[src/rtl/switch_port_tx_if.sv]
// Host write port and switch ingress port of switch_port_tx, grouped for module connection.
// master = host/switch side, slave = the tx block.
interface switch_port_tx_if;
  logic [31:0] wrData;
  logic        wrValid;
  logic        wrLast;
  logic        wrDest;
  logic        wrReady;
  logic [31:0] portOut;
  logic        outValid;
  logic        sop;
  logic        eop;
  logic        portStall;
  logic        truncErr;
  logic [15:0] pktCount;

  modport master (
    output wrData, wrValid, wrLast, wrDest, portStall,
    input  wrReady, portOut, outValid, sop, eop, truncErr, pktCount
  );

  modport slave (
    input  wrData, wrValid, wrLast, wrDest, portStall,
    output wrReady, portOut, outValid, sop, eop, truncErr, pktCount
  );
endinterface

[src/rtl/switch_port_tx.sv]
// Store-and-forward switch ingress transmitter: buffers one packet, then emits header + payload.
// Header appears the cycle after the last word is accepted; portStall freezes all outputs.
module switch_port_tx #(
  parameter int DEPTH = 16
) (
  input logic             clk,
  input logic             reset,
  switch_port_tx_if.slave bus
);
  localparam int IW = (DEPTH > 1) ? $clog2(DEPTH) : 1;

  typedef enum logic [1:0] {IDLE, LOAD, HDR, PAY} state_t;

  state_t        state_q, state_d;
  logic [31:0]   mem_q [DEPTH];
  logic [IW-1:0] wr_idx_q, wr_idx_d;
  logic [IW-1:0] rd_idx_q, rd_idx_d;
  logic [15:0]   len_q, len_d;
  logic [15:0]   pkt_cnt_q, pkt_cnt_d;
  logic          dest_q, dest_d;
  logic [31:0]   port_out_q, port_out_d;
  logic          out_valid_q, out_valid_d;
  logic          sop_q, sop_d;
  logic          eop_q, eop_d;
  logic          trunc_err_q, trunc_err_d;

  logic          wr_ready;
  logic          accept;
  logic          at_full;
  logic          last_acc;
  logic          advance;
  logic          cur_dest;
  logic [15:0]   acc_len;

  assign wr_ready = (state_q == IDLE) || (state_q == LOAD);
  assign accept   = bus.wrValid && wr_ready;
  assign at_full  = (wr_idx_q == IW'(DEPTH - 1));
  // A full buffer closes the packet even without wrLast.
  assign last_acc = accept && (bus.wrLast || at_full);
  assign advance  = !bus.portStall;
  assign cur_dest = (state_q == IDLE) ? bus.wrDest : dest_q;
  assign acc_len  = 16'(wr_idx_q) + 16'd1;

  always_ff @(posedge clk or posedge reset) begin
    if (reset) begin
      state_q <= IDLE;
    end else begin
      state_q <= state_d;
    end
  end

  always_comb begin
    state_d = state_q;
    case (state_q)
      IDLE:    if (accept) state_d = last_acc ? HDR : LOAD;
      LOAD:    if (last_acc) state_d = HDR;
      HDR:     if (advance) state_d = PAY;
      PAY:     if (advance && eop_q) state_d = IDLE;
      default: state_d = IDLE;
    endcase
  end

  always_comb begin
    wr_idx_d    = wr_idx_q;
    rd_idx_d    = rd_idx_q;
    len_d       = len_q;
    dest_d      = dest_q;
    pkt_cnt_d   = pkt_cnt_q;
    port_out_d  = port_out_q;
    out_valid_d = out_valid_q;
    sop_d       = sop_q;
    eop_d       = eop_q;
    trunc_err_d = 1'b0;
    case (state_q)
      IDLE, LOAD: begin
        if (accept) begin
          dest_d = cur_dest;
          if (last_acc) begin
            len_d       = acc_len;
            port_out_d  = {acc_len, 8'h00, cur_dest ? 8'h72 : 8'h71};
            out_valid_d = 1'b1;
            sop_d       = 1'b1;
            eop_d       = 1'b0;
            trunc_err_d = !bus.wrLast;
            wr_idx_d    = '0;
            rd_idx_d    = '0;
          end else begin
            wr_idx_d = wr_idx_q + IW'(1);
          end
        end
      end
      HDR: begin
        if (advance) begin
          port_out_d = mem_q[0];
          sop_d      = 1'b0;
          eop_d      = (len_q == 16'd1);
          rd_idx_d   = IW'(1);
        end
      end
      PAY: begin
        if (advance) begin
          if (eop_q) begin
            port_out_d  = '0;
            out_valid_d = 1'b0;
            sop_d       = 1'b0;
            eop_d       = 1'b0;
            pkt_cnt_d   = pkt_cnt_q + 16'd1;
          end else begin
            port_out_d = mem_q[rd_idx_q];
            eop_d      = (16'(rd_idx_q) == len_q - 16'd1);
            rd_idx_d   = rd_idx_q + IW'(1);
          end
        end
      end
      default: ;
    endcase
  end

  always_ff @(posedge clk or posedge reset) begin
    if (reset) begin
      wr_idx_q    <= '0;
      rd_idx_q    <= '0;
      len_q       <= '0;
      dest_q      <= 1'b0;
      pkt_cnt_q   <= '0;
      port_out_q  <= '0;
      out_valid_q <= 1'b0;
      sop_q       <= 1'b0;
      eop_q       <= 1'b0;
      trunc_err_q <= 1'b0;
    end else begin
      wr_idx_q    <= wr_idx_d;
      rd_idx_q    <= rd_idx_d;
      len_q       <= len_d;
      dest_q      <= dest_d;
      pkt_cnt_q   <= pkt_cnt_d;
      port_out_q  <= port_out_d;
      out_valid_q <= out_valid_d;
      sop_q       <= sop_d;
      eop_q       <= eop_d;
      trunc_err_q <= trunc_err_d;
    end
  end

  // Payload storage needs no reset: a discarded packet is never read back.
  always_ff @(posedge clk) begin
    if (accept) mem_q[wr_idx_q] <= bus.wrData;
  end

  assign bus.wrReady  = wr_ready;
  assign bus.portOut  = port_out_q;
  assign bus.outValid = out_valid_q;
  assign bus.sop      = sop_q;
  assign bus.eop      = eop_q;
  assign bus.truncErr = trunc_err_q;
  assign bus.pktCount = pkt_cnt_q;
endmodule

[src/flat_wrapper.sv]
// flat-port wrapper written by rule: the top's interface ports become plain ports
module switch_port_tx_flat 
#(
  parameter int DEPTH = 16
)
  (clk, reset, bus_wrData, bus_wrValid, bus_wrLast, bus_wrDest, bus_portStall, bus_wrReady, bus_portOut, bus_outValid, bus_sop, bus_eop, bus_truncErr, bus_pktCount);
  switch_port_tx_if bus_i ();
  input logic clk;
  input logic reset;
  input wire logic [$bits(bus_i.wrData)-1:0] bus_wrData;
  input wire logic [$bits(bus_i.wrValid)-1:0] bus_wrValid;
  input wire logic [$bits(bus_i.wrLast)-1:0] bus_wrLast;
  input wire logic [$bits(bus_i.wrDest)-1:0] bus_wrDest;
  input wire logic [$bits(bus_i.portStall)-1:0] bus_portStall;
  output wire logic [$bits(bus_i.wrReady)-1:0] bus_wrReady;
  output wire logic [$bits(bus_i.portOut)-1:0] bus_portOut;
  output wire logic [$bits(bus_i.outValid)-1:0] bus_outValid;
  output wire logic [$bits(bus_i.sop)-1:0] bus_sop;
  output wire logic [$bits(bus_i.eop)-1:0] bus_eop;
  output wire logic [$bits(bus_i.truncErr)-1:0] bus_truncErr;
  output wire logic [$bits(bus_i.pktCount)-1:0] bus_pktCount;
  assign bus_i.wrData = bus_wrData;
  assign bus_i.wrValid = bus_wrValid;
  assign bus_i.wrLast = bus_wrLast;
  assign bus_i.wrDest = bus_wrDest;
  assign bus_i.portStall = bus_portStall;
  assign bus_wrReady = bus_i.wrReady;
  assign bus_portOut = bus_i.portOut;
  assign bus_outValid = bus_i.outValid;
  assign bus_sop = bus_i.sop;
  assign bus_eop = bus_i.eop;
  assign bus_truncErr = bus_i.truncErr;
  assign bus_pktCount = bus_i.pktCount;
  switch_port_tx #(.DEPTH(DEPTH)) u_core (.clk(clk), .reset(reset), .bus(bus_i));
endmodule
[config.mk]
export PLATFORM = sky130hd
export DESIGN_NAME = switch_port_tx_flat
export DESIGN_NICKNAME = d
export VERILOG_FILES = /design/src/rtl/switch_port_tx_if.sv /design/src/rtl/switch_port_tx.sv /design/src/flat_wrapper.sv
export SDC_FILE = /design/constraint.sdc
export NUM_CORES = 1
export LEC_CHECK = 0
export CORE_MARGIN = 5
export CORE_UTILIZATION = 55
export CTS_BUF_LIST = sky130_fd_sc_hd__clkbuf_4 sky130_fd_sc_hd__clkbuf_8 sky130_fd_sc_hd__clkbuf_16
export CTS_CLUSTER_DIAMETER = 50
export DETAILED_ROUTE_END_ITERATION = 8
export PLACE_DENSITY = 0.73
export SYNTH_ARGS = -nofsm -noshare
export SYNTH_HDL_FRONTEND = slang
export SYNTH_SLANG_ARGS = --single-unit
[constraint.sdc]
create_clock -name clk -period 4.6 [get_ports clk]
set_input_delay 0.69 -clock clk [delete_from_list [all_inputs] [get_ports clk]]
set_output_delay 0.69 -clock clk [all_outputs]
set_load 0.005 [all_outputs]
* Yosys cells after proc, flatten, opt, wreduce, memory -nomap -nowiden
Memories as Yosys holds them, arrays and structs flattened.
Index checks and enable logic that the tools add are counted.
** Word-level totals
- Register bits after elaboration :: 79
- RAM bits :: 512
- Input port bits :: 38
- Output and inout port bits :: 53
- Word-level logic and storage cells :: 90
- Memories :: 1
** Memories
- u_core.mem_q :: depth 16, width 32, read ports 2, clocked after memory_dff 0, write ports 1, line switch_port_tx.sv:15 : logic [31:0] mem_q [DEPTH];
** Operators by class
- Add/subtract/negate cells :: 5
- Equal/unequal tests :: 15
- Multiplexer cells :: 39
- Bitwise logic cells :: 1
- Reduce and logical (&&, ||, !) cells :: 18
** Operators with widths (count)
- 32-bit 2-to-1 mux :: 5
- 32-bit case mux with 3 select lines :: 1
- 4-bit 2-to-1 mux :: 6
- 16-bit by 1-bit adder with 16-bit output, second input constant :: 1
- 16-bit by 1-bit equality test with 1-bit output, second input constant :: 1
- 4-bit by 16-bit equality test with 1-bit output :: 1
- 1-bit 2-to-1 mux :: 16
- 16-bit by 1-bit subtractor with 16-bit output, second input constant :: 1
- 5-bit AND reduction :: 3
- 2-bit 2-to-1 mux :: 6
- 2-bit by 1-bit inequality test with 1-bit output, second input constant :: 6
- 4-bit case mux with 3 select lines :: 1
- 4-bit by 1-bit adder with 4-bit output, second input constant :: 2
- 2-bit case mux with 4 select lines :: 1
- 4-bit AND reduction :: 2
- 2-bit inequality test, second input constant :: 3
- 1-bit case mux with 3 select lines :: 2
- 3-bit AND reduction :: 2
- 4-bit by 1-bit adder with 5-bit output, second input constant :: 1
- 2-bit equality test, second input constant :: 2
- 4-bit equality test, second input constant :: 1
- 1-bit logical AND :: 3
- 2-bit by 1-bit equality test with 1-bit output, second input constant :: 1
- 1-bit zero test :: 2
- other kinds (7) :: 8

* Longest topological paths before layout
Gate-level depths: netlist of the first run.
- Depth after elaboration :: 7
- Mapped depth :: 10

* Worst setup path after synthesis of the first run
OpenSTA, ideal clock, no wires.
- Path kind :: register -> register
- Start :: reg u_core.state_q[0]
- End :: mem u_core.mem_q[3][0], enable pin
- Setup time :: 0.461 ns
- Data arrival time :: 3.237 ns
- Setup slack :: 0.902 ns
- Stages on the path, launching flop included :: 6
- Path buffers :: 1
- Path through :: dfrtp_1 > inv_1 > ha_1 > buf_2 > o21ai_1 > nor3_1
** On the way
- Cells in the longest elaborated chain, start to end :: 5
** Ends and longest elaborated chain
- start, declared :: line switch_port_tx.sv:14 : state_t state_q, state_d;
- start signal, assigned :: line switch_port_tx.sv:48 : state_q <= state_d;
- 2-bit by 1-bit equality test with 1-bit output or 2-bit zero test (tied branches) :: line switch_port_tx.sv:35 : assign wr_ready = (state_q == IDLE) || (state_q == LOAD);
- 1-bit logical OR * :: line switch_port_tx.sv:35
- 1-bit logical AND * :: line switch_port_tx.sv:36 : assign accept = bus.wrValid && wr_ready;
- 1-bit 2-to-1 mux * :: line switch_port_tx.sv:147 : if (accept) mem_q[wr_idx_q] <= bus.wrData;
- 1-bit 2-to-1 mux (implied by the code) * :: line switch_port_tx.sv:147
- end, declared :: line switch_port_tx.sv:15
Mark *: on every way between the ends. The rest lies on a longest branch, timed or not.

* Final worst setup path of the first run
- Start :: reg u_core.state_q[0]
- End :: reg u_core.port_out_q[0] (netlist: u_core.bus.portOut[0])
** On the way
- Cells in the longest elaborated chain, start to end :: 6
** Ends and longest elaborated chain
- 2-bit zero test or 2-bit by 1-bit equality test with 1-bit output (tied branches) :: line switch_port_tx.sv:35, switch_port_tx.sv:41, switch_port_tx.sv:74
- 1-bit 2-to-1 mux or 1-bit logical OR (tied branches) :: line switch_port_tx.sv:41, switch_port_tx.sv:35
- 2-bit 2-to-1 mux or 1-bit logical AND (tied branches) :: line switch_port_tx.sv:80, switch_port_tx.sv:36
- 32-bit 2-to-1 mux or 1-bit logical AND (tied branches) :: line switch_port_tx.sv:78, switch_port_tx.sv:39
- 32-bit 2-to-1 mux or 2-bit by 1-bit inequality test with 1-bit output (tied branches)
- 32-bit case mux with 3 select lines or 4-bit AND reduction (tied branches)
- end signal, assigned :: line switch_port_tx.sv:137 : port_out_q <= port_out_d;
- end, declared :: line switch_port_tx.sv:21 : logic [31:0] port_out_q, port_out_d;
Parallel ways exist; a longest one is shown, timed or not. The select of a mux whose other input is x is not followed.
A chain may end at the register's enable or synchronous reset.

==> impl_metrics.yaml, run 1 <==
synthesis:
  seq_area_frac_synth_pct: 73.5
  synthTopCellsByArea: "edfxtp_1, mux2i_1, dfrtp_1"
  synth_cells: 1372
  syn_avg_cell_area_sq_um: 16.9
  synth-seq-cells: 580
  synth_top_flop_cell: "edfxtp_1"
  yosys.area.top_type: "edfxtp_1"
  yosysTopAreaCellShare_pct: 66.2
  syn-num-nets: 1423
  netlist_top_cells_count: "edfxtp_1, mux2i_1, a22oi_1"
  ys_types: 50
  ys_warn_count: 0
  yosysMostFrequentCell: "edfxtp_1"
  synth_edf_count: 512
  postSynth.asyncResetShare_pct: 11.7
  syn-cell-area_sq_mm: 0.0232
clocking:
  clkTransAtPathRegs_ns: 0.06
  cts_buffer_depth: 3
  ctsHoldBuffers: 0
  numCtsBuffers: 59
  clockRootBuffer: "clkbuf_16"
  cts_tree: "done"
  cts.sinks: 580
  ctsResizeCount: 0
  htreeDepth: 2
  cts_setup_buffers: 0
  clock_latency_ns: 0.61
placed_design:
  pre_cts_ws_ns: 1.34
  gp_congestion: 0.798
  io_buffers: 90
  hpwl_mm: 28.0
floorplan:
  die_x_um: 216
  initial_utilization_pct: 55.5
  fp.dieArea_sq_mm: 0.0464
  core_area_sq_mm: 0.0419
  io_pins: 91
  std_cell_rows: 75
  die-height_um: 216
cells_and_area:
  post-route-util_pct: 63.7
  synthToLayoutAreaGrowth_pct: 14.9
  antennaDiodeCount: 0
  drive_gt1_share_pct: 12.2
  nNetsFinal: 1514
routing:
  num_vias: 12692
  drt_iter0_markers: 1250
  postRouteAntennaNets: 0
  post_drt_via_cell_ratio: 6.18
  routedWlPerCell_um: 24.6
  drcViolationCount: 0
  totalWireLength_mm: 50.6
  dr.pass1.iters: 5
hold_path:
  min_delay_worst_endpoint: "u_core.bus.pktCount[15]"
  holdCritPathClass: "flip-flop to flip-flop"
  worstHoldPathCells: 1
  min_from: "u_core.bus.pktCount[15]"
critical_path:
  rrSetupSlack_ns: 1.28
  crit_path_max_incr_delay_ns: 0.96
  crit_type: "flip-flop to flip-flop"
  cp-start-kind: "flip-flop"
  crit_chain: "ha_1 -> nor2b_1 -> and2_1 -> nand3_1 -> a31oi_1 -> a21o_1"
  worstPathArrival_ns: 3.87
  r2r_cells: 6
  path_max_fanout: 18
  critical_path_required_ns: 5.15
  reg2reg_to: "u_core.bus.portOut[0]"
  reg2reg_from: "u_core.state_q[0]"
  timing.critical_path.from: "u_core.state_q[0]"
  worst_setup_path_end_kind: "flip-flop"
  slowest_stage: "and2_1"
timing:
  setup_viol: 0
  fin_ws_ns: 1.28
  max_slew.worst_pin.slew_ns: 1.35
  drv_slew: 0
  fin_worst_skew_ns: 0.0159
  finalHoldViolations: 0
  fin_crit_sh_pct: 72.1
  fin_crit_ns: 3.32
  grt_setup_unrepaired: "false"
  tns_ns: 0
  max_freq_mhz: 302
  slew-limit-headroom_pct: 10.3
pwr:
  total_power_mw: 15.2
  p_per_area_mw_per_mm2: 569
  leakagePower_nw: 9.39
  ir_worst_vdd_mv: 0.363
global_route:
  grt_pass1_vias: 12858
  grt_pass1_wl_mm: 77.1
  grt_max_degree: 67
  antenna_found_initial: 1
  grtUsageTotal_pct: 21.4
  overflow: 0
outcome:
  outcome: "finished, final reports clean"
flow_run:
  cap_violations: 0
-- power by group --
group          switching (mW)  internal (mW)
combinational            2.06           1.53
sequential              0.377           6.23
clock                    1.99           3.00
total                    4.43           10.8
-- placed cells by master (no fill, tap or decap), drive strengths merged, types with 11 or more instances in the layout --
| cell | synthesis | final |
|---|---|---|
| xnor2 | 14 | 14 |
| mux2 | 15 | 15 |
| clkinv | 0 | 23 |
| and2 | 11 | 11 |
| nand2 | 48 | 48 |
| o211ai | 21 | 21 |
| a21oi | 17 | 17 |
| clkbuf | 33 | 75 |
| a22oi | 97 | 97 |
| ha | 13 | 13 |
| buf | 48 | 21 |
| dfrtp | 68 | 68 |
| a31oi | 30 | 30 |
| nand3 | 33 | 33 |
| clkdlybuf4s50 | 0 | 90 |
| and3 | 34 | 34 |
| edfxtp | 512 | 512 |
| o21ai | 21 | 21 |
| nor2 | 27 | 27 |
| inv | 11 | 14 |
| mux2i | 212 | 212 |
| mux4 | 18 | 18 |
-- flip-flops by register name, indices dropped and copies added (netlist names) --
| signal | count |
|---|---|
| u_core.wr_idx_q | 4 |
| u_core.bus.pktCount | 16 |
| u_core.bus.eop | 1 |
| u_core.dest_q | 1 |
| u_core.bus.sop | 1 |
| u_core.bus.outValid | 1 |
| u_core.state_q | 2 |
| u_core.len_q | 5 |
| u_core.mem_q | 512 |
| u_core.rd_idx_q | 4 |
| u_core.bus.truncErr | 1 |
| u_core.bus.portOut | 32 |
-- per-stage QoR --
stage,std cells,hold slack [ns],area (sq um)
floorplan,1372,0.465,23200
global placement,1941,0.457,24600
detailed placement,1941,0.463,24600
CTS,2053,0.474,26700
global route,2053,0.494,26700
finish,2053,0.472,26700
-- cell type report --
class / count / area, sq um
flip-flops and latches: 580 / 17100
well taps: 539 / 674
repair buffers: 111 / 1110
clock buffers: 75 / 1650
clock inverters: 37 / 435
fillers: 2922 / 15200
inverters: 11 / 42.5
multi-input cells: 700 / 5690
-- worst max-delay path: cells and delay by family (launching register included) --
kind | cells | cell delay (ns)
fa+ha+maj | 1 | 0.64
compound gates | 2 | 0.42
simple gates | 3 | 1.80
flops | 1 | 0.39
-- worst max path at each step --
stage	to	cells past startpoint
after floorplan	u_core.mem_q[3][0]	5
final	u_core.bus.portOut[0]	6
after detailed placement	u_core.mem_q[15][7]	4
after global routing	u_core.bus.portOut[22]	6
after global placement	u_core.mem_q[15][3]	4
after CTS	u_core.bus.portOut[22]	6
-- cells by family after synthesis --
family | Yosys count | share of synthesized area (%)
compound gates | 225 | 6.77
xor+xnor | 23 | 0.867
fa+ha+maj | 13 | 0.700
buf+inv | 92 | 2.25
flops | 580 | 73.5
mux | 245 | 11.6
simple gates | 194 | 4.28
-- layer usage --
metal  GRT usage, %  routed length [um]  vias to the layer above
met2           34.7               24500                      502
met5              0                   7                        -
met4           6.61                1210                        2
met3           3.39                3490                       90
li1               -                   -                     5637
met1           30.4               21300                     6461
No activity file was read; power rests on OpenSTA's default activity.
==> run 2, diff against run 1 <==
--- a/config.mk
+++ b/config.mk
@@ -10,7 +10,7 @@
 export CTS_BUF_LIST = sky130_fd_sc_hd__clkbuf_4 sky130_fd_sc_hd__clkbuf_8 sky130_fd_sc_hd__clkbuf_16
 export CTS_CLUSTER_DIAMETER = 50
 export DETAILED_ROUTE_END_ITERATION = 8
-export PLACE_DENSITY = 0.73
+export PLACE_DENSITY = 0.76
 export SYNTH_ARGS = -nofsm -noshare
 export SYNTH_HDL_FRONTEND = slang
 export SYNTH_SLANG_ARGS = --single-unit
==> constraint.sdc (replaced) <==
create_clock -name clk -period 2.8 [get_ports clk]
set_input_delay 0.42 -clock clk [delete_from_list [all_inputs] [get_ports clk]]
set_output_delay 0.42 -clock clk [all_outputs]
set_load 0.005 [all_outputs]
==> impl_metrics.yaml, run 2 (synthesis gave the netlist of run 1 again) <==
critical_path:
  cpMostUsedCell: "inv_1"
  path_max_fanout: 9
  crit_type: "flip-flop to output pin"
  critical_path_required_ns: 2.38
  crit_path_max_incr_delay_ns: 0.50
  rrSetupSlack_ns: 0.22
  cpLargestDelayFamily: "buffers and inverters"
  worst_setup_path_end_kind: "output pin"
  reg2reg_to: "u_core.bus.portOut[4]"
  critPathBufInv: 3
  reg2reg_from: "u_core.wr_idx_q[0]"
  crit_chain: "inv_1 -> ha_1 -> nor2_1 -> inv_1 -> clkdlybuf4s50_1"
  cp-start-kind: "flip-flop"
  r2r_cells: 7
  worstPathArrival_ns: 2.20
  cp_num_cells: 5
  slowest_stage: "clkdlybuf4s50_1"
clocking:
  htreeDepth: 2
  cts.sinks: 580
  clock_latency_ns: 0.61
  cts_setup_buffers: 0
  clockRootBuffer: "clkbuf_16"
  clkTransAtPathRegs_ns: 0.06
  cts_buffer_depth: 3
  cts_tree: "done"
  ctsHoldBuffers: 0
  numCtsBuffers: 57
  ctsResizeCount: 0
pwr:
  internal_power_mw: 17.5
  sequentialPowerShare_pct: 43.6
  p_sw_mw: 7.38
  p_comb_share_pct: 26.1
  pwr-share-clk_pct: 30.3
  p_per_area_mw_per_mm2: 916
  switching_share_pct: 29.6
  ir_worst_vdd_mv: 0.528
  leakagePower_nw: 9.66
  total_power_mw: 24.9
routing:
  routedWlPerCell_um: 26.0
  postRouteAntennaNets: 0
  post_drt_via_cell_ratio: 6.30
  dr.pass1.iters: 5
  drt_iter0_markers: 1413
  num_vias: 13217
  totalWireLength_mm: 54.6
  drcViolationCount: 0
global_route:
  grt.met1_usage_pct: 32.0
  grt_pass1_wl_mm: 82.6
  busiest_layer: "met2"
  grt_max_degree: 51
  antenna_found_initial: 2
  grtUsageTotal_pct: 23.3
  gr-usage-met3_pct: 4.93
  overflow: 0
  grt_pass1_vias: 13543
  grtUsageMet2_pct: 37.8
timing:
  drv_slew: 0
  max_slew.worst_pin.slew_ns: 0.859
  slew-limit-headroom_pct: 42.6
  finalHoldViolations: 0
  fin_worst_skew_ns: 0.0193
  fin_ws_ns: 0.184
  fin_crit_sh_pct: 93.4
  fin_crit_ns: 2.62
  setup_viol: 0
  max_freq_mhz: 382
  tns_ns: 0
  whs_ns: 0.300
  grt_setup_unrepaired: "false"
placed_design:
  gp_congestion: 0.826
  place_inst: 1993
  placed_cell_area_sq_mm: 0.0253
  io_buffers: 90
  hpwl_mm: 31.9
  pre_cts_ws_ns: 0.240
hold_path:
  holdCritPathClass: "input port to asynchronous set/reset pin"
floorplan:
  io_pins: 91
  initial_utilization_pct: 55.5
  core_area_sq_mm: 0.0419
  fp.dieArea_sq_mm: 0.0464
  std_cell_rows: 75
  die-height_um: 216
  die_x_um: 216
cells_and_area:
  largest_reg_flops: 512
  post-route-util_pct: 65.0
  regMostFlops: "u_core.mem_q"
  drive_gt1_share_pct: 14.7
  nNetsFinal: 1564
  stdcell_count: 2098
  synthToLayoutAreaGrowth_pct: 17.1
  final_common_cell: "edfxtp_1"
  fin_area_sq_mm: 0.0272
  final_cell_mix: "edfxtp_1, mux2i_1, a22oi_1, clkdlybuf4s50_1, dfrtp_1"
outcome:
  outcome: "finished, final reports clean"
flow_run:
  cap_violations: 0
==> run 2: worst max path at each step <==
stage / startpoint / end / slack (ns)
after detailed placement: bus_wrValid / u_core.bus.portOut[6] / 0.24
final: u_core.state_q[0] / bus_wrReady / 0.18
after floorplan: u_core.state_q[0] / u_core.mem_q[3][0] / 0.09
after global routing: u_core.wr_idx_q[0] / u_core.bus.portOut[4] / 0.05
after CTS: u_core.state_q[0] / bus_wrReady / 0.17
after global placement: bus_wrValid / u_core.bus.portOut[4] / 0.30
==> run 2: layout make-up <==
class,count,area (sq um)
Antenna cell,1,2.50
Clock inverter,25,250
Fill cell,2836,14700
Sequential cell,580,17100
Inverter,11,42.5
Timing Repair Buffer,163,1820
Tap cell,539,674
Clock buffer,79,1620
Multi-Input combinational cell,700,5700
==> run 2: power groups by stage <==
stage / clock network, mW / logic (mW) / registers, mW
final: 7.55 / 6.51 / 10.9
after floorplan: 0 / 4.26 / 10.7
after CTS: 7.64 / 6.50 / 10.8
after detailed placement: 0 / 6.45 / 11.0
after global routing: 8.04 / 6.93 / 10.9
after global placement: 0 / 6.30 / 11.0
==> run 2: worst register-to-register path: stages, from the launching register on <==
cell       delay (ns)
dfrtp_1          0.46
ha_1             0.42
and4_1           0.30
o211ai_1         0.13
buf_4            0.24
nor2_1           0.52
o2111ai_1        0.24
o21a_1           0.17
==> run 2: metal layers <==
layer	wire, um	up-vias
met3	4690	111
met1	21900	6732
met5	8	-
li1	-	5735
met4	1420	2
met2	26600	637
==> patch 1: new RTL, settings of run 1 <==
`DEPTH` is set to 16 in 2 places; all go to 32.
--- a/src/rtl/switch_port_tx.sv
+++ b/src/rtl/switch_port_tx.sv
@@ -3,3 +3,3 @@
 module switch_port_tx #(
-  parameter int DEPTH = 16
+  parameter int DEPTH = 32
 ) (
--- a/src/flat_wrapper.sv
+++ b/src/flat_wrapper.sv
@@ -3,3 +3,3 @@
 #(
-  parameter int DEPTH = 16
+  parameter int DEPTH = 32
 )
Behaviour: no difference found for any inputs over 4 cycles, from zero or initial values and one cycle with reset high; that may be too few to reach the edited logic, so the function may still have changed.
==> patch 1 against run 1 <==
Combinational power grew 40%. Power grew 67%. Synthesized area increased by 84%. Utilization shrank 0.52 points. Worst setup slack got worse by 19 ps. Sequential cell count grew 515. Synthesized cell count is 57% higher. Cell area increased by 83%. Wire length is 99% higher. Clock power increased by 71%.
==> patch 1: results (changes against run 1) <==
Status
  – Outcome: finished clean

Global routing
  – Initial antenna violation count: 2 (+1)
  – Number of global-route vias before repair: 22280 (+73%)
  – GRT Resource Usage Total: 24.2% (+2.9 points)

Yosys
  – Adder-Cell Fraction of Synth Area: 0.410% (-0.29 points)
  – Synth top cells by count: edfxtp_1, mux2i_1, mux4_2
  – Syn avg cell area: 19.8 um2 (+17%)
  – Post-synthesis compound-gate area fraction: 4.87% (-1.9 points)
  – Mux share of post-synthesis cell area: 14.0% (+2.4 points)
  – EDFF count, synth: 1024 (+100%)
  – Distinct cells, synth: 59 (+18%)
  – Syn nets: 2206 (+55%)

Cells and area
  – Share of layout cells above drive strength 1: 21.1% (+8.9 points)
  – Filler instances: 5082 (+74%)
  – Final nets: 2376 (+57%)

Critical path
  – Reg2Reg Depth: 7 (+1)
  – CP max FO: 43 (+25)
  – Reg-to-Reg Start: u_core.rd_idx_q[1]
  – Reg2reg setup slack: 1260 ps (-20 ps)
  – Worst setup path endpoint: u_core.bus.portOut[2]

Timing
  – Tightest hold margin: 280 ps (-192 ps)
  – Final Skew: 25.5 ps (+9.61 ps)

Routing
  – Routed vias/inst: 6.42 (+3.9%)
  – Iter 0 DRT Violations: 2922 (+130%)
  – 1st-pass router iterations: 8 (+3)
  – Routed wire length: 101000 um (+99%)

Place
  – Final GP Congestion: 0.866 (+8.6%)
  – HPWL Detailed: 61100 um (+120%)
  – Inst Count DP: 3254 (+68%)

Power and ir drop
  – Leak: 15.7 nW (+67%)
  – Peak supply drop: 0.373 mV (+2.7%)
  – Psw: 6.85 mW (+55%)

Hold path
  – Hold crit path type: input port to asynchronous set/reset pin

Clock tree
  – H-tree levels: 3 (+1)
  – Skew-Pair Late Insertion Delay: 660 ps (+50 ps)
[patch 1: changes by cell type after synthesis, moves of 18 or more]
cell,before,now
a21oi_1,17,72
a221o_1,0,19
a221oi_1,3,21
a22oi_1,97,3
a31oi_1,30,0
clkbuf_1,33,54
edfxtp_1,512,1024
mux4_2,18,174
nand3_1,33,13
nor2_1,26,73
o211ai_1,21,0
o221ai_1,0,44
o22ai_1,6,26
[patch 1: layout make-up]
class | instances | area (um2) | share of cell area (%)
Sequential cell | 1095 | 32500 | 66.7
Tap cell | 1040 | 1300 | 2.67
Clock buffer | 138 | 2970 | 6.08
Clock inverter | 62 | 497 | 1.02
Timing Repair Buffer | 190 | 1780 | 3.64
Multi-Input combinational cell | 920 | 9690 | 19.8
Inverter | 9 | 35.0 | 0.0718
Antenna cell | 1 | 2.50 | 0.00513
[patch 1: power by group through the flow]
stage | logic (mW) | registers (mW) | clock network (mW)
finish | 5.03 | 11.8 | 8.51
global route | 5.35 | 11.8 | 9.08
CTS | 5.06 | 11.8 | 8.62
detailed placement | 5.02 | 12.0 | 0
global placement | 4.91 | 12.0 | 0
floorplan | 3.57 | 11.8 | 0
[patch 1: critical path, delay by kind of cell (launching register included)]
kind | cells | cell delay, ps
muxes | 2 | 560
buffers and inverters | 2 | 610
AOI/OAI and AO/OA | 2 | 910
DFF | 1 | 970
and+or+nand+nor | 1 | 60
[patch 1: layer usage]
layer | GRT usage, % | vias up | share of wire (%)
li1 | - | 9261 | -
met5 | 0 | - | 0
met4 | 6.45 | 0 | 2.3
met2 | 38.1 | 1197 | 48
met3 | 4.08 | 142 | 9.3
met1 | 36.2 | 11587 | 40
[patch 1: stage by stage]
step	setup slack, ps	instance area (um2)
final	1260	48800
after floorplan	1260	42700
after CTS	1330	48800
after detailed placement	1130	45300
after global placement	1130	45300
after global routing	1170	48800
==> patch 2: new RTL, settings of run 1 <==
Without the edit above. Encoding of `state_t`: now one-hot (4 bits for 4 states).
--- a/src/rtl/switch_port_tx.sv
+++ b/src/rtl/switch_port_tx.sv
@@ -11,3 +11,3 @@
 
-  typedef enum logic [1:0] {IDLE, LOAD, HDR, PAY} state_t;
+  typedef enum logic [3:0] {IDLE = 4'b0001, LOAD = 4'b0010, HDR = 4'b0100, PAY = 4'b1000} state_t;
 
Check against the original RTL: no difference found for any inputs over 4 cycles, from zero or initial values and one cycle with reset high; so few cycles prove little.
==> patch 2 against run 1 <==
Maximum frequency increased by 6.3%. Largest cell class unchanged. Global-route usage increased by 0.10 points. Cell area decreased by 0.39%. Wire length decreased by 3.5%. Combinational power decreased by 26%. Sequential share of layout area increased by 0.47 points. Worst setup slack improved by 200 ps. Synthesized area decreased by 1.4%. Sequential cell count increased by 2. Power decreased by 7.5%.
==> patch 2: results (changes against run 1) <==
Global routing
  – GRT Resource Usage Total: 21.5% (+0.10 points)
  – Met3 Usage GRT: 3.64% (+0.25 points)
  – Largest net degree at the start of global routing: 57 (-15%)
  – GRT met1 Usage: 31.8% (+1.3 points)
  – First-pass GRT wire length: 75400 um (-2.3%)
  – Met2 GRT Util: 34.1% (-0.58 points)
  – Initial antenna violation count: 0 (-1)
  – Number of global-route vias before repair: 12068 (-6.1%)

Cells and area
  – Filler instances: 2706 (-7.4%)
  – Final nets: 1300 (-14%)
  – Share of layout cells above drive strength 1: 24.6% (+12 points)
  – Biggest register: u_core.mem_q
  – Largest register FFs: 512 (unchanged)

Yosys
  – Synth top cells by count: edfxtp_1, mux4_2, nand2_1
  – Distinct cells, synth: 60 (+20%)
  – Syn avg cell area: 20.3 um2 (+20%)
  – Area contributors post-synth: edfxtp_1, mux4_2, dfrtp_1
  – Syn nets: 1177 (-17%)
  – Seq/Total Area, Yosys: 74.8% (+1.3 points)
  – Ys async rst share: 12.0% (+0.30 points)

Place
  – Final GP Congestion: 0.819 (+2.6%)
  – Area after DPL: 24600 um2 (-0.13%)
  – Pre-CTS setup slack: 975 ps (-361 ps)
  – HPWL Detailed: 27800 um (-0.79%)
  – Inst Count DP: 1725 (-11%)

Critical path
  – Slowest stage cell, crit path: a2111o_1
  – Worst EP arrival: 3630 ps (-240 ps)
  – Largest delay contributor family on the critical path: compound AO/OA/AOI/OAI gates
  – CP max FO: 16 (-2)
  – CP max stage delay: 750 ps (-210 ps)

Clock tree
  – H-tree levels: 2 (unchanged)
  – Num CTS Buffers: 58 (-1.7%)
  – Skew-Pair Late Insertion Delay: 610 ps (about the same)
  – CTS max path bufs: 3 (unchanged)

Power and ir drop
  – Peak supply drop: 0.355 mV (-2.4%)
  – Leak: 8.81 nW (-6.2%)

Routing
  – Routed vias/inst: 6.24 (+0.96%)
  – Vias: 11441 (-9.9%)
  – Iter 0 DRT Violations: 1315 (+5.2%)
  – DR WL/cell: 26.6 um (+8.1%)

Timing
  – Worst-margin pin slew: 960 ps (-386 ps)
  – Setup violators final: 0 (unchanged)
  – Final Skew: 25.0 ps (+9.14 ps)

Status
  – Outcome: finished clean
==> patch 2: cells by family after synthesis <==
family                     after synthesis  synth area share (%)
DFF                                    582                  74.8
AOI/OAI and AO/OA                       99                  3.01
and+or+nand+nor                        177                  4.02
buffers and inverters                   73                  1.40
muxes                                  167                  15.4
adders and majority gates                9                 0.492
xor gates and xnor gates                23                 0.880
==> patch 2: layout make-up <==
type	instances	area share (%)
Clock buffer	71	5.92
Sequential cell	582	64.5
Clock inverter	37	1.63
Multi-Input combinational cell	475	20.7
Timing Repair Buffer	123	4.51
Inverter	13	0.188
Tap cell	532	2.51
==> patch 2: report_power, final <==
group / switching [mW] / internal [mW] / total (mW)
sequential: 0.344 / 6.17 / 6.51
clock: 1.98 / 2.90 / 4.88
combinational: 1.23 / 1.42 / 2.65
==> patch 2: routing by layer <==
| metal | routed length (um) | up-vias | part of all wire [%] |
|---|---|---|---|
| li1 | - | 4891 | - |
| met1 | 20800 | 6043 | 43 |
| met2 | 23600 | 433 | 48 |
| met3 | 3350 | 74 | 6.9 |
| met4 | 1070 | 0 | 2.2 |
| met5 | 0 | - | 0 |
==> patch 2: per-stage QoR <==
step / power [mW] / util [%]
after global placement: 9.24 / 59.9
after floorplan: 8.33 / -
after detailed placement: 9.29 / 59.9
after global routing: 14.6 / 64.8
final: 14.0 / 64.8
after CTS: 14.2 / 64.8
==> patch 2: final timing paths <==
check	start	end	slack, ps	cells after the start
setup / recovery	u_core.state_q[1]	u_core.rd_idx_q[0]	1480	6
hold / removal	u_core.bus.pktCount[15]	u_core.bus.pktCount[15]	470	1
setup reg to reg	u_core.state_q[1]	u_core.rd_idx_q[0]	1480	6
hold reg to reg	u_core.bus.pktCount[15]	u_core.bus.pktCount[15]	470	1
max in group asynchronous	reset	u_core.bus.portOut[13]	3090	3
min in group asynchronous	reset	u_core.bus.portOut[7]	600	2
==> patch 2: worst register-to-register path, delay by kind of cell, from the launching register on <==
family                 cells  cell delay [ps]
buffers and inverters      1              420
AO/OA/AOI/OAI              4             1500
AND/OR/NAND/NOR            1              500
flip-flops                 1              630
